--- src/rtl/cu_v2_pkg.sv ---
// Shared types and decode helpers for the cu_v2 accumulator control unit.
package cu_v2_pkg;

  // Controller states; the encoding is visible on the debug state port.
  typedef enum logic [3:0] {
    ST_START      = 4'd0,
    ST_FETCH_OP   = 4'd1,
    ST_DECODE     = 4'd2,
    ST_FETCH_OPND = 4'd3,
    ST_EXEC_IMPL  = 4'd4,
    ST_EXEC_IMM   = 4'd5,
    ST_EXEC_RD    = 4'd6,
    ST_EXEC_RD_WB = 4'd7,
    ST_EXEC_ST    = 4'd8,
    ST_EXEC_BR    = 4'd9,
    ST_HALT       = 4'd10
  } state_e;

  // Instruction classes: implied, immediate, read, store, branch, halt, illegal.
  typedef enum logic [2:0] {
    CLS_IMPL = 3'd0,
    CLS_IMM  = 3'd1,
    CLS_RD   = 3'd2,
    CLS_ST   = 3'd3,
    CLS_BR   = 3'd4,
    CLS_HLT  = 3'd5,
    CLS_ILL  = 3'd6
  } opclass_e;

  // Opcodes with control-unit significance.
  localparam logic [7:0] OP_STORE = 8'h03;
  localparam logic [7:0] OP_JMP   = 8'h10;
  localparam logic [7:0] OP_JN    = 8'h11;
  localparam logic [7:0] OP_JP    = 8'h12;
  localparam logic [7:0] OP_JZ    = 8'h13;
  localparam logic [7:0] OP_JNZ   = 8'h14;
  localparam logic [7:0] OP_JC    = 8'h15;
  localparam logic [7:0] OP_HALT  = 8'h1F;

  // Map an opcode byte to its instruction class.
  function automatic opclass_e decode_class(input logic [7:0] op);
    opclass_e cls;
    case (op)
      8'h00, 8'h04:                             cls = CLS_IMPL;
      8'h02, 8'h06, 8'h08, 8'h0E, 8'h0F:        cls = CLS_IMM;
      8'h01, 8'h05, 8'h07, 8'h09,
      8'h0A, 8'h0B, 8'h0C, 8'h0D:               cls = CLS_RD;
      OP_STORE:                                 cls = CLS_ST;
      OP_JMP, OP_JN, OP_JP, OP_JZ, OP_JNZ, OP_JC: cls = CLS_BR;
      OP_HALT:                                  cls = CLS_HLT;
      default:                                  cls = CLS_ILL;
    endcase
    return cls;
  endfunction

  // Execute state reached once all operand bytes of a class are in.
  function automatic state_e class_target(input opclass_e cls);
    state_e s;
    case (cls)
      CLS_IMM: s = ST_EXEC_IMM;
      CLS_RD:  s = ST_EXEC_RD;
      CLS_ST:  s = ST_EXEC_ST;
      CLS_BR:  s = ST_EXEC_BR;
      default: s = ST_HALT;
    endcase
    return s;
  endfunction

  // Branch condition evaluated from the accumulator/ALU flags.
  function automatic logic branch_taken(input logic [7:0] op, input logic z,
                                        input logic n, input logic c);
    logic t;
    case (op)
      OP_JMP:  t = 1'b1;
      OP_JN:   t = n;
      OP_JP:   t = z & ~n;
      OP_JZ:   t = z;
      OP_JNZ:  t = ~z;
      OP_JC:   t = c;
      default: t = 1'b0;
    endcase
    return t;
  endfunction

  // States that hold mem_req and wait for mem_ready.
  function automatic logic is_wait_state(input state_e s);
    return (s == ST_FETCH_OP) || (s == ST_FETCH_OPND) ||
           (s == ST_EXEC_RD)  || (s == ST_EXEC_ST);
  endfunction

endpackage

--- src/rtl/cu_mem_watchdog.sv ---
// Bus-timeout watchdog: counts consecutive not-ready cycles of one memory
// access and flags expiry on the TIMEOUT-th such cycle. TIMEOUT=0 disables it.
module cu_mem_watchdog #(
  parameter int unsigned TIMEOUT = 15
) (
  input  logic clk,
  input  logic rst,
  input  logic clear,
  input  logic wait_en,
  input  logic mem_ready,
  output logic expire
);

  if (TIMEOUT == 0) begin : g_off
    assign expire = 1'b0;
  end else begin : g_on
    localparam int CW = (TIMEOUT > 1) ? $clog2(TIMEOUT) : 1;
    localparam logic [CW-1:0] LAST = CW'(TIMEOUT - 1);

    logic [CW-1:0] cnt_q, cnt_d;

    // Expiry is combinational so a same-cycle mem_ready can still win.
    assign expire = wait_en && !mem_ready && (cnt_q == LAST);

    // Next count: restart on clear, advance on each unanswered wait cycle.
    always_comb begin
      cnt_d = cnt_q;
      if (clear) begin
        cnt_d = '0;
      end else if (wait_en && !mem_ready && !expire) begin
        cnt_d = cnt_q + 1'b1;
      end
    end

    // Count register.
    always_ff @(posedge clk or posedge rst) begin
      if (rst) begin
        cnt_q <= '0;
      end else begin
        cnt_q <= cnt_d;
      end
    end
  end

endmodule

--- src/rtl/cu_v2.sv ---
// cu_v2: fetch/decode/execute sequencer for the 8-bit accumulator processor,
// using a mem_req/mem_ready handshake with a bus-timeout watchdog.
//
// Handshake: mem_req is high for every cycle of an access; the access
// completes on the cycle mem_ready is high while mem_req is high (pulses
// for that access are issued combinationally in that same cycle). mem_ready
// is ignored whenever mem_req is low.
module cu_v2
  import cu_v2_pkg::*;
#(
  parameter int unsigned OPND_BYTES   = 1,
  parameter int unsigned TIMEOUT      = 15,
  parameter bit          TRAP_ILLEGAL = 1'b1
) (
  input  logic                  clk,
  input  logic                  rst,
  input  logic [7:0]            opcode,
  input  logic                  zflag,
  input  logic                  nflag,
  input  logic                  cflag,
  input  logic                  mem_ready,
  output logic                  mem_req,
  output logic                  fetch,
  output logic                  store_mem,
  output logic                  incr_pc,
  output logic                  load_pc,
  output logic                  load_ac,
  output logic [OPND_BYTES:0]   load_ir,
  output logic                  halted,
  output logic                  illegal,
  output logic                  bus_err,
  output logic [3:0]            state
);

  localparam int          LIR_W    = OPND_BYTES + 1;
  localparam logic [1:0]  LAST_IDX = 2'(OPND_BYTES);

  state_e     state_q, state_d;
  opclass_e   cls_q, cls_d;
  logic [1:0] idx_q, idx_d;
  logic       illegal_q, illegal_d;
  logic       bus_err_q, bus_err_d;

  logic wait_en;
  logic wd_clear;
  logic expire;

  // The watchdog runs only in states that hold an access open; any
  // completed access or non-waiting state restarts its count.
  assign wait_en  = is_wait_state(state_q);
  assign wd_clear = !wait_en || mem_ready;

  cu_mem_watchdog #(
    .TIMEOUT (TIMEOUT)
  ) u_watchdog (
    .clk       (clk),
    .rst       (rst),
    .clear     (wd_clear),
    .wait_en   (wait_en),
    .mem_ready (mem_ready),
    .expire    (expire)
  );

  assign state   = state_q;
  assign illegal = illegal_q;
  assign bus_err = bus_err_q;

  // Next-state and output decode; every output defaults to idle first.
  always_comb begin
    state_d   = state_q;
    cls_d     = cls_q;
    idx_d     = idx_q;
    illegal_d = illegal_q;
    bus_err_d = bus_err_q;
    mem_req   = 1'b0;
    fetch     = 1'b1;
    store_mem = 1'b0;
    incr_pc   = 1'b0;
    load_pc   = 1'b0;
    load_ac   = 1'b0;
    load_ir   = '0;
    halted    = 1'b0;

    case (state_q)
      ST_START: begin
        state_d = ST_FETCH_OP;
      end

      ST_FETCH_OP: begin
        mem_req = 1'b1;
        if (mem_ready) begin
          load_ir = LIR_W'(1);
          incr_pc = 1'b1;
          state_d = ST_DECODE;
        end
      end

      ST_DECODE: begin
        cls_d = decode_class(opcode);
        idx_d = 2'd1;
        case (decode_class(opcode))
          CLS_IMPL: state_d = ST_EXEC_IMPL;
          CLS_HLT:  state_d = ST_HALT;
          CLS_ILL: begin
            illegal_d = 1'b1;
            state_d   = TRAP_ILLEGAL ? ST_HALT : ST_FETCH_OP;
          end
          default:  state_d = ST_FETCH_OPND;
        endcase
      end

      ST_FETCH_OPND: begin
        mem_req = 1'b1;
        if (mem_ready) begin
          load_ir = LIR_W'(1) << idx_q;
          incr_pc = 1'b1;
          if (idx_q == LAST_IDX) begin
            state_d = class_target(cls_q);
          end else begin
            idx_d = idx_q + 2'd1;
          end
        end
      end

      ST_EXEC_IMPL, ST_EXEC_IMM: begin
        load_ac = 1'b1;
        state_d = ST_FETCH_OP;
      end

      ST_EXEC_RD: begin
        mem_req = 1'b1;
        fetch   = 1'b0;
        if (mem_ready) begin
          state_d = ST_EXEC_RD_WB;
        end
      end

      ST_EXEC_RD_WB: begin
        fetch   = 1'b0;
        load_ac = 1'b1;
        state_d = ST_FETCH_OP;
      end

      ST_EXEC_ST: begin
        mem_req   = 1'b1;
        fetch     = 1'b0;
        store_mem = 1'b1;
        if (mem_ready) begin
          state_d = ST_FETCH_OP;
        end
      end

      ST_EXEC_BR: begin
        load_pc = branch_taken(opcode, zflag, nflag, cflag);
        state_d = ST_FETCH_OP;
      end

      ST_HALT: begin
        halted = 1'b1;
      end

      default: begin
        state_d = ST_START;
      end
    endcase

    // A stalled access abandons the instruction; expire is already
    // suppressed when mem_ready arrives on the same cycle.
    if (expire) begin
      bus_err_d = 1'b1;
      state_d   = ST_HALT;
    end
  end

  // State, operand index, latched class and sticky flags.
  always_ff @(posedge clk or posedge rst) begin
    if (rst) begin
      state_q   <= ST_START;
      cls_q     <= CLS_IMPL;
      idx_q     <= 2'd0;
      illegal_q <= 1'b0;
      bus_err_q <= 1'b0;
    end else begin
      state_q   <= state_d;
      cls_q     <= cls_d;
      idx_q     <= idx_d;
      illegal_q <= illegal_d;
      bus_err_q <= bus_err_d;
    end
  end

endmodule

--- config.mk ---
export PLATFORM = sky130hd
export DESIGN_NAME = cu_v2
export DESIGN_NICKNAME = d
export VERILOG_FILES = /design/src/rtl/cu_v2_pkg.sv /design/src/rtl/cu_mem_watchdog.sv /design/src/rtl/cu_v2.sv
export SDC_FILE = /design/constraint.sdc
export NUM_CORES = 1
export LEC_CHECK = 0
export ABC_AREA = 1
export BUFFER_PORTS_ARGS = -buffer_cell sky130_fd_sc_hd__buf_2
export CORE_AREA = 2 2 50 52
export DETAILED_ROUTE_END_ITERATION = 7
export DIE_AREA = 0 0 52 54
export MAX_ROUTING_LAYER = met4
export PLACE_DENSITY = 0.75
export SETUP_SLACK_MARGIN = 0.05
export SYNTH_ARGS = -nofsm -noshare
export SYNTH_HDL_FRONTEND = slang
export SYNTH_SLANG_ARGS = --single-unit
--- constraint.sdc ---
create_clock -name clk -period 1.8 [get_ports clk]
set_clock_uncertainty 0.1 [all_clocks]
set_input_delay 0.27 -clock clk [delete_from_list [all_inputs] [get_ports clk]]
set_output_delay 0.27 -clock clk [all_outputs]
set_load 0.02 [all_outputs]
==> qor.csv, run 1 <==
stage,metric,value,unit
run_status,outcome,"complete, but fails checks",
run_status,violations,setup timing,
sta,finalWorstSetupSlack,-11.7,ps
sta,setup_viol,1,
floorplanning,fp.dieArea,2810,um2
logic_synthesis,ys_ff_latch,15,
floorplanning,pin_count,29,
placement,port-buffer-count,28,
global_route,antenna_found_initial,0,
logic_synthesis,avgSynthCellArea,7.33,um2
clocking,clk_pin_slew_worst_paths,90,ps
routing,dr.first_iter.drc_count,21,
logic_synthesis,synth.area.top_cells,"dfrtp_1 34%, nand2_1 13%, inv_1 5.7%, ha_1 4.5%, nand4_1 3.9%",
clocking,max-clock-path-buffers,2,
clocking,cts_sinks,15,
floorplanning,start_util,48.0,%
final_layout,diodes,0,
final_layout,layout_commonest_cell,nand2_1,
routing,postRouteWirelength,3030,um
clocking,cts-root-buf,clkbuf_4,
final_layout,drive_above_1_share,35.9,%
sta,period_share,101,%
floorplanning,placementRows,18,
pwr,power,2110,uW
placement,pre_cts_ws,146,ps
worst_setup_path,crit_path_start_kind,register,
logic_synthesis,synth_top_area_cell,dfrtp_1,
clocking,cts-buffers-inserted,3,
sta,maxSlewHeadroom,59.4,%
sta,hold_viol_final,0,
sta,max_freq,0.552,GHz
clocking,cts_tree,built,
global_route,grt_pass1_wl,4750,um
final_layout,layout_common_cells,"38 x nand2_1, 23 x buf_2, 16 x inv_1, 13 x dfrtp_1, 12 x buf_4",
pwr,p_per_area,1410,nW/um2
clocking,clock_latency,290,ps
placement,dp_hpwl,2140,um
clocking,h-tree-depth,1,
global_route,gr-total-overflow,0,
run,maxCapViolCount,0,
logic_synthesis,syn_area,1110,um2
final_layout,fin_util,64.4,%
routing,drc,0,
logic_synthesis,synth_nets,170,
final_layout,nFillCells,192,
placement,place_congestion,0.955,
worst_setup_path,end_kind,primary output,
worst_setup_path,critPathArrivalTime,1440,ps
sta,tightest_slew,609,ps
worst_setup_path,worstSetupPathType,reg2out,
sta,period_needed,1810,ps
worst_setup_path,rrSetupSlack,130,ps
min_path,hold_path.class,in2reg,
global_route,grt_max_degree,16,
worst_setup_path,path_max_fanout,4,
sta,slew_viol_final,0,
logic_synthesis,ys_seq_area_share,33.7,%
pwr,power.leakage,0.000786,uW
floorplanning,die_h,54,um
logic_synthesis,synth-warning-count,0,
logic_synthesis,synth.top_cell.area_share,33.7,%
routing,wl_per_cell,13.5,um
routing,num_vias,1176,
global_route,grt_pass1_vias,1087,
routing,vias_per_cell,5.23,
pwr,irDropWorstVdd,0.827,mV
routing,dr.pass1.iters,4,
final_layout,area_delta_synth_final,34.2,%
worst_setup_path,critPathRequiredTime,1430,ps
sta,worst_hold_slack,206,ps
logic_synthesis,synth_cell_types,29,
floorplanning,coreArea,2320,um2
global_route,grt_use_total,23.8,%
routing,antenna_left,0,
final_layout,final_nets,214,
sta,rsz0062_at_grt,yes,
logic_synthesis,syn_inst,152,
floorplanning,die_w,52,um
-- worst max-delay path, stage by stage (launching register included) --
cell,delay (ps)
dfrtp_1,440
inv_2,90
nor2_2,200
nand2_2,130
nand3_4,110
buf_2,170
-- per-layer routing --
metal | GRT usage (%) | up-vias | routed length, um
met5 | - | - | 0
met4 | 7.46 | 0 | 51
met3 | 3.61 | 7 | 118
met2 | 44.5 | 30 | 1650
met1 | 25.8 | 555 | 1210
li1 | - | 584 | -
-- stage by stage --
| stage | cell area [um2] | TNS (ps) | cells |
|---|---|---|---|
| final | 1490 | -11.7 | 225 |
| after global routing | 1490 | -194 | 225 |
| after CTS | 1430 | 0 | 221 |
| after detailed placement | 1310 | 0 | 212 |
| after global placement | 1310 | 0 | 212 |
| after floorplan | 1120 | 0 | 152 |
-- final cells by class --
| class | count | area (um2) | share of cell area (%) |
|---|---|---|---|
| Tap cell | 30 | 37.5 | 2.51 |
| Clock buffer | 4 | 26.3 | 1.76 |
| Timing Repair Buffer | 40 | 263 | 17.6 |
| Inverter | 22 | 82.6 | 5.53 |
| Multi-Input combinational cell | 114 | 707 | 47.3 |
| Sequential cell | 15 | 378 | 25.3 |
-- state kept, by name (all words and copies together), names as in the netlist --
register	count
illegal	1
bus_err	1
u_watchdog.g_on.cnt_q	4
idx_q	2
state	4
cls_q	3
-- cells in the mapped netlist --
cell type,number
a21oi_1,8
a21oi_2,1
buf_4,1
dfrtp_1,15
ha_1,4
inv_1,17
inv_2,5
nand2_1,39
nand2_2,4
nand2_4,1
nand3_1,8
nand3_2,1
nand3_4,1
nand3b_4,1
nand4_1,7
nor2_1,6
nor2_2,3
nor2_4,1
nor3_1,4
nor3_2,1
o2111ai_1,1
o21a_1,1
o21ai_0,5
o21ai_1,7
o21bai_1,2
o31ai_1,3
or2_1,2
xnor2_1,2
xor2_1,1
-- kinds of logic after synthesis --
group,Yosys count,synth area share [%]
xor gates and xnor gates,3,2.36
AOI/OAI and AO/OA,28,14.6
and+or+nand+nor,79,36.7
buffers and inverters,23,8.09
DFF,15,33.7
adders and majority gates,4,4.49
-- final timing paths --
kind                                start       end  cells after the start
worst min-delay path            mem_ready  idx_q[0]                      4
worst max register to register   state[2]  state[0]                      9
worst min register to register    illegal   illegal                      1
worst max-delay path             state[2]   mem_req                      5
min in group asynchronous             rst  cls_q[2]                      3
max in group asynchronous             rst  state[3]                      3
-- what timing repair did --
item	4_1_cts	5_1_grt
endpoints found under the hold margin	15	0
setup endpoints to repair	7	8
setup buffers	4	4
resized for setup	12	9
hold buffers	1	0
pin swaps	1	3
-- power by group --
part | internal [uW] | total (uW) | switching [uW]
Sequential | 447 | 554 | 107
Combinational | 535 | 1360 | 821
Clock | 86.4 | 203 | 116
Total | 1070 | 2110 | 1040
Power figures use the tool's default switching activity.
==> inputs of run 2 (changes only) <==
- ABC_CLOCK_PERIOD_IN_PS: unset -> 1800
- PLACE_DENSITY: 0.75 -> 0.79
==> run 2 against run 1 <==
The run now ends clean. Combinational power hardly changed. Sequential power is 0.7% lower. Flip-flop and latch count stayed put. Via count is 0.26% lower. Sequential share of layout area is 0.34 points higher. Setup slack better by 41 ps. Final cell count stayed put. Core utilization is 0.86 points lower. Cell area is 1.3% lower. Largest cell class unchanged. Power is 1.9% lower. Count of clock-buffer cells in the layout stayed put. Highest routed layer unchanged. Die area stayed put.
==> qor.csv, run 2 (synthesis results as in run 1) <==
stage,metric,value,unit
clocking,cts_sinks,15,
final_layout,layout_common_cells,"39 x nand2_1, 23 x buf_2, 15 x inv_1, 14 x buf_4, 13 x dfrtp_1",
floorplanning,fp.dieArea,2810,um2
sta,rsz0062_at_grt,yes,
min_path,hold_path.class,in2reg,
global_route,grt_pass1_wl,4310,um
clocking,clk_pin_slew_worst_paths,90,ps
final_layout,drive_above_1_share,35.9,%
sta,period_share,98.4,%
placement,dp_cells,211,
routing,dr.first_iter.drc_count,25,
sta,period_needed,1770,ps
worst_setup_path,critPathRequiredTime,1430,ps
sta,tightest_slew,574,ps
global_route,grt_max_degree,16,
worst_setup_path,rrSetupSlack,190,ps
routing,wl_per_cell,12.2,um
routing,vias_per_cell,5.21,
final_layout,layout_commonest_cell,nand2_1,
floorplanning,die_w,52,um
floorplanning,die_h,54,um
min_path,hold_end,idx_q[0],
clocking,cts-buffers-inserted,3,
clocking,cts-root-buf,clkbuf_4,
pwr,power.leakage,0.000786,uW
worst_setup_path,crit_path_start_kind,register,
worst_setup_path,critPathArrivalTime,1400,ps
routing,postRouteWirelength,2740,um
placement,port-buffer-count,28,
worst_setup_path,crit_path_max_incr_delay,440,ps
worst_setup_path,crit_path_cell_trace,"inv_2, nor2_2, nand2_2, nand3_4, buf_2",
sta,slew_viol_final,0,
global_route,gr-total-overflow,0,
floorplanning,placementRows,18,
placement,dp_hpwl,2010,um
routing,num_vias,1173,
floorplanning,pin_count,29,
run_status,outcome,"complete, no violations",
worst_setup_path,r2r_end,state[2],
routing,dr.pass1.iters,4,
floorplanning,start_util,48.0,%
global_route,grt_pass1_vias,1078,
global_route,antenna_found_initial,0,
final_layout,area_delta_synth_final,32.4,%
pwr,irDropWorstVdd,0.920,mV
worst_setup_path,r2r-start,state[2],
clocking,cts_tree,built,
sta,maxSlewHeadroom,61.7,%
routing,drc,0,
worst_setup_path,worstSetupPathType,reg2out,
final_layout,diodes,0,
clocking,max-clock-path-buffers,2,
sta,hold_viol_final,0,
worst_setup_path,worstRegToRegCells,9,
final_layout,layout.cells.non_filler,225,
run,maxCapViolCount,0,
final_layout,final_nets,214,
pwr,p_per_area,1410,nW/um2
floorplanning,coreArea,2320,um2
clocking,h-tree-depth,1,
placement,place_congestion,1.05,
worst_setup_path,end_kind,primary output,
sta,setup_viol,0,
clocking,clock_latency,290,ps
worst_setup_path,crit_path_top_delay_cell,dfrtp_1,
global_route,grt_use_total,21.6,%
min_path,min-delay-start,mem_ready,
sta,finalSetupTns,0,ps
worst_setup_path,path_max_fanout,4,
min_path,min_path_cells,4,
routing,antenna_left,0,
sta,max_freq,0.565,GHz
==> run 2: cell counts in the layout (fill, tap and decap cells not counted) <==
Identical to the previous run, type by type.
==> run 2: report_power, final <==
group | internal (uW) | switching (uW)
clock | 86.2 | 110
combinational | 518 | 809
sequential | 447 | 103
total | 1050 | 1020
==> run 2: how the worst max path moves through the flow <==
| stage | startpoint | endpoint |
|---|---|---|
| final | state[2] | mem_req |
| after detailed placement | state[0] | state[2] |
| after CTS | state[2] | fetch |
| after global placement | state[2] | state[0] |
| after floorplan | state[3] | load_ir[1] |
| after global routing | state[2] | load_ir[0] |
==> run 2: layout make-up <==
type	count	area (um2)
clock buffers	4	26.3
fillers	203	846
inverters	22	82.6
multi-input cells	114	703
flip-flops and latches	15	378
well taps	30	37.5
repair buffers	40	246
==> run 2: timing repair <==
item	in CTS	in global routing
endpoints found under the setup margin	7	8
endpoints found under the hold margin	15	0
buffers inserted	5	4
hold buffers	1	0
pin swaps	2	4
resized for setup	11	9
==> run 2: metal layers <==
layer | part of all wire [%] | GRT usage, %
met1 | 40 | 21.5
met2 | 52 | 39.2
met3 | 4.6 | 5.83
met4 | 2.9 | 10.1
met5 | 0 | -
==> run 2: metrics by stage <==
stage | instance area, um2 | setup WS [ps] | hold slack [ps] | util [%] | power, uW
after floorplan | 1120 | 58.4 | 71.5 | - | 1340
after global placement | 1310 | 178 | 247 | 56.3 | 1580
after detailed placement | 1310 | 154 | 255 | 56.3 | 1610
after CTS | 1410 | 27.4 | 204 | 60.7 | 1930
after global routing | 1470 | -24.7 | 239 | 63.5 | 2240
final | 1470 | 29.4 | 210 | 63.5 | 2070
==> run 2: worst max-delay path: cells and delay by family (launching register included) <==
kind	cells	cell delay [ps]
buffers and inverters	2	250
and+or+nand+nor	3	430
DFF	1	440
==> inputs of run 3 (changes only) <==
- ABC_AREA: 1 -> 0
- CORE_AREA: 2 2 50 52 -> 2 2 52 54
- DIE_AREA: 0 0 52 54 -> 0 0 54 56
==> run 3 against run 2 <==
The run now ends with setup timing left. Largest cell class unchanged. Area after synthesis up 10%. Sequential share of layout area down 3.4 points. Largest power group unchanged. Register-to-register slack worse by 230 ps. Power up 13%. Non-clock buffer count up 8. Cell area up 16%. Setup slack worse by 240 ps. Highest routed layer unchanged. Final cell count down 1.3%. Hold slack better by 35 ps. Die area up 7.7%.
==> qor.csv, run 3 <==
stage,metric,value,unit
global_route,grt_pass1_wl,5650,um
final_layout,fin_util,70.2,%
worst_setup_path,critPathArrivalTime,1640,ps
global_route,grt_use_total,25.8,%
floorplanning,placementRows,18,
routing,dr.first_iter.drc_count,19,
sta,period_needed,2010,ps
worst_setup_path,r2r-start,state[2],
clocking,clk_pin_slew_worst_paths,100,ps
worst_setup_path,rrSetupSlack,-40,ps
logic_synthesis,syn_area,1230,um2
final_layout,layout.cells.non_filler,222,
floorplanning,die_w,54,um
sta,setup_viol,8,
routing,dr.pass1.iters,4,
logic_synthesis,synth_edf_count,0,
logic_synthesis,ys_ff_latch,15,
worst_setup_path,r2r_end,state[3],
routing,drc,0,
sta,slew_viol_final,0,
placement,place_congestion,0.930,
sta,period_share,112,%
sta,finalWorstSetupSlack,-209,ps
final_layout,area_delta_synth_final,39.1,%
routing,postRouteWirelength,3810,um
clocking,cts_sinks,15,
placement,dp_hpwl,2560,um
sta,tightest_slew,606,ps
sta,hold_viol_final,0,
clocking,max-clock-path-buffers,2,
run_status,outcome,"complete, but fails checks",
floorplanning,die_h,56,um
min_path,min_path_cells,4,
routing,antenna_left,0,
placement,dp_cells,210,
global_route,antenna_found_initial,0,
worst_setup_path,end_kind,primary output,
sta,max_freq,0.498,GHz
global_route,grt_max_degree,16,
logic_synthesis,synth_top_area_cell,dfrtp_1,
sta,finalSetupTns,-899,ps
logic_synthesis,synth_nets,166,
clocking,h-tree-depth,1,
final_layout,final_nets,211,
logic_synthesis,syn_inst,148,
worst_setup_path,critPathRequiredTime,1430,ps
floorplanning,start_util,50.5,%
global_route,grt_pass1_vias,1293,
routing,wl_per_cell,17.2,um
sta,rsz0062_at_grt,yes,
sta,maxSlewHeadroom,59.6,%
logic_synthesis,post-synth-top-count-cell,dfrtp_1,
clocking,cts_tree,built,
worst_setup_path,worstRegToRegCells,5,
final_layout,nFillCells,194,
logic_synthesis,synth.top_cell.area_share,30.6,%
clocking,clock_latency,300,ps
pwr,irDropWorstVdd,1.07,mV
worst_setup_path,worstSetupPathType,reg2out,
final_layout,layout_common_cells,"21 x buf_4, 20 x buf_2, 11 x dfrtp_1, 10 x nand2_1, 9 x nor2_1",
min_path,min-delay-start,opcode[4],
logic_synthesis,avgSynthCellArea,8.29,um2
placement,placed_area,1490,um2
logic_synthesis,synth.area.top_cells,"dfrtp_1 31%, ha_1 4.1%, nand2b_1 4.1%, nand2_1 3.4%, nor3_1 3.3%",
worst_setup_path,crit_path_start_kind,register,
logic_synthesis,ys_seq_area_share,30.6,%
routing,num_vias,1351,
final_layout,final_cell_area,1710,um2
final_layout,diodes,0,
global_route,gr-total-overflow,0,
logic_synthesis,synth-warning-count,0,
run_status,violations,setup timing,
run,maxCapViolCount,0,
clocking,cts-buffers-inserted,3,
routing,vias_per_cell,6.09,
floorplanning,coreArea,2430,um2
pwr,p_per_area,1370,nW/um2
worst_setup_path,path_max_fanout,8,
floorplanning,fp.dieArea,3020,um2
logic_synthesis,synth_ff_type,dfrtp_1,
final_layout,layout_commonest_cell,buf_4,
floorplanning,pin_count,29,
logic_synthesis,synth_cell_types,52,
clocking,cts-root-buf,clkbuf_4,
min_path,hold_end,cls_q[2],
min_path,hold_path.class,in2reg,
logic_synthesis,netlist_top_cells_count,"15 x dfrtp_1, 11 x nand2_1, 10 x nor2_1",
pwr,power.leakage,0.000733,uW
placement,port-buffer-count,28,
final_layout,drive_above_1_share,40.1,%
logic_synthesis,synthArstFlopShare,100,%
-- run 3: how the worst max path moves through the flow --
stage / to / slack (ps) / from
5_1_grt: load_ir[0] / -260 / state[3]
6_report: load_ir[0] / -210 / state[3]
2_1_floorplan: u_watchdog.g_on.cnt_q[3] / -110 / state[1]
4_1_cts: fetch / -150 / state[0]
3_5_place_dp: load_pc / -8 / state[3]
3_3_place_gp: state[1] / 30 / state[1]
-- run 3: report_power, final --
part	switching (uW)	leakage (uW)	total [uW]	internal, uW
sequential	162	0.000184	596	434
clock	129	0.0000177	212	83.0
combinational	787	0.000532	1540	752
total	1080	0.000733	2350	1270
-- run 3: routing by layer --
metal	vias up	track usage, %	routed length [um]	share of wire [%]
li1	634	-	-	-
met1	675	28.6	1520	40
met2	33	42.5	2110	55
met3	9	5.38	96	2.5
met4	0	12.9	89	2.3
met5	-	-	0	0
-- run 3: cell families (layout without fill, tap and decap cells) --
| family | count (synthesis) | in the layout | synth area share [%] |
|---|---|---|---|
| AOI/OAI and AO/OA | 44 | 44 | 25.5 |
| xor gates and xnor gates | 3 | 3 | 2.14 |
| adders and majority gates | 4 | 4 | 4.08 |
| buffers and inverters | 16 | 60 | 5.61 |
| DFF | 15 | 15 | 30.6 |
| muxes | 1 | 1 | 0.917 |
| and+or+nand+nor | 65 | 65 | 31.2 |
-- run 3: timing repair --
action	4_1_cts	5_1_grt
hold buffers	1	0
setup endpoints to repair	17	17
gates resized for setup	23	10
pin swaps	4	9
endpoints found under the hold margin	15	0
setup buffers	4	5
-- run 3: final cells by class --
cell class | count | area, um2 | area share (%)
multi-input combinational | 117 | 897 | 52.5
sequential | 15 | 380 | 22.3
timing repair buffer | 48 | 335 | 19.6
tap | 30 | 37.5 | 2.20
inverter | 8 | 30.0 | 1.76
clock buffer | 3 | 22.5 | 1.32
clock inverter | 1 | 5.00 | 0.293
-- run 3: metrics by stage --
| stage | power (uW) | setup WS [ps] | hold slack, ps |
|---|---|---|---|
| 3_5_place_dp | 1780 | -8.43 | 264 |
| 2_1_floorplan | 1390 | -115 | 71.5 |
| 3_3_place_gp | 1740 | 25.4 | 240 |
| 4_1_cts | 2200 | -147 | 246 |
| 6_report | 2350 | -209 | 245 |
| 5_1_grt | 2510 | -256 | 285 |
-- run 3: worst max-delay path, stage by stage, from the launching register on --
cell,delay (ps)
dfrtp_2,510
nor3b_4,300
and2_4,210
a21boi_4,190
buf_6,130
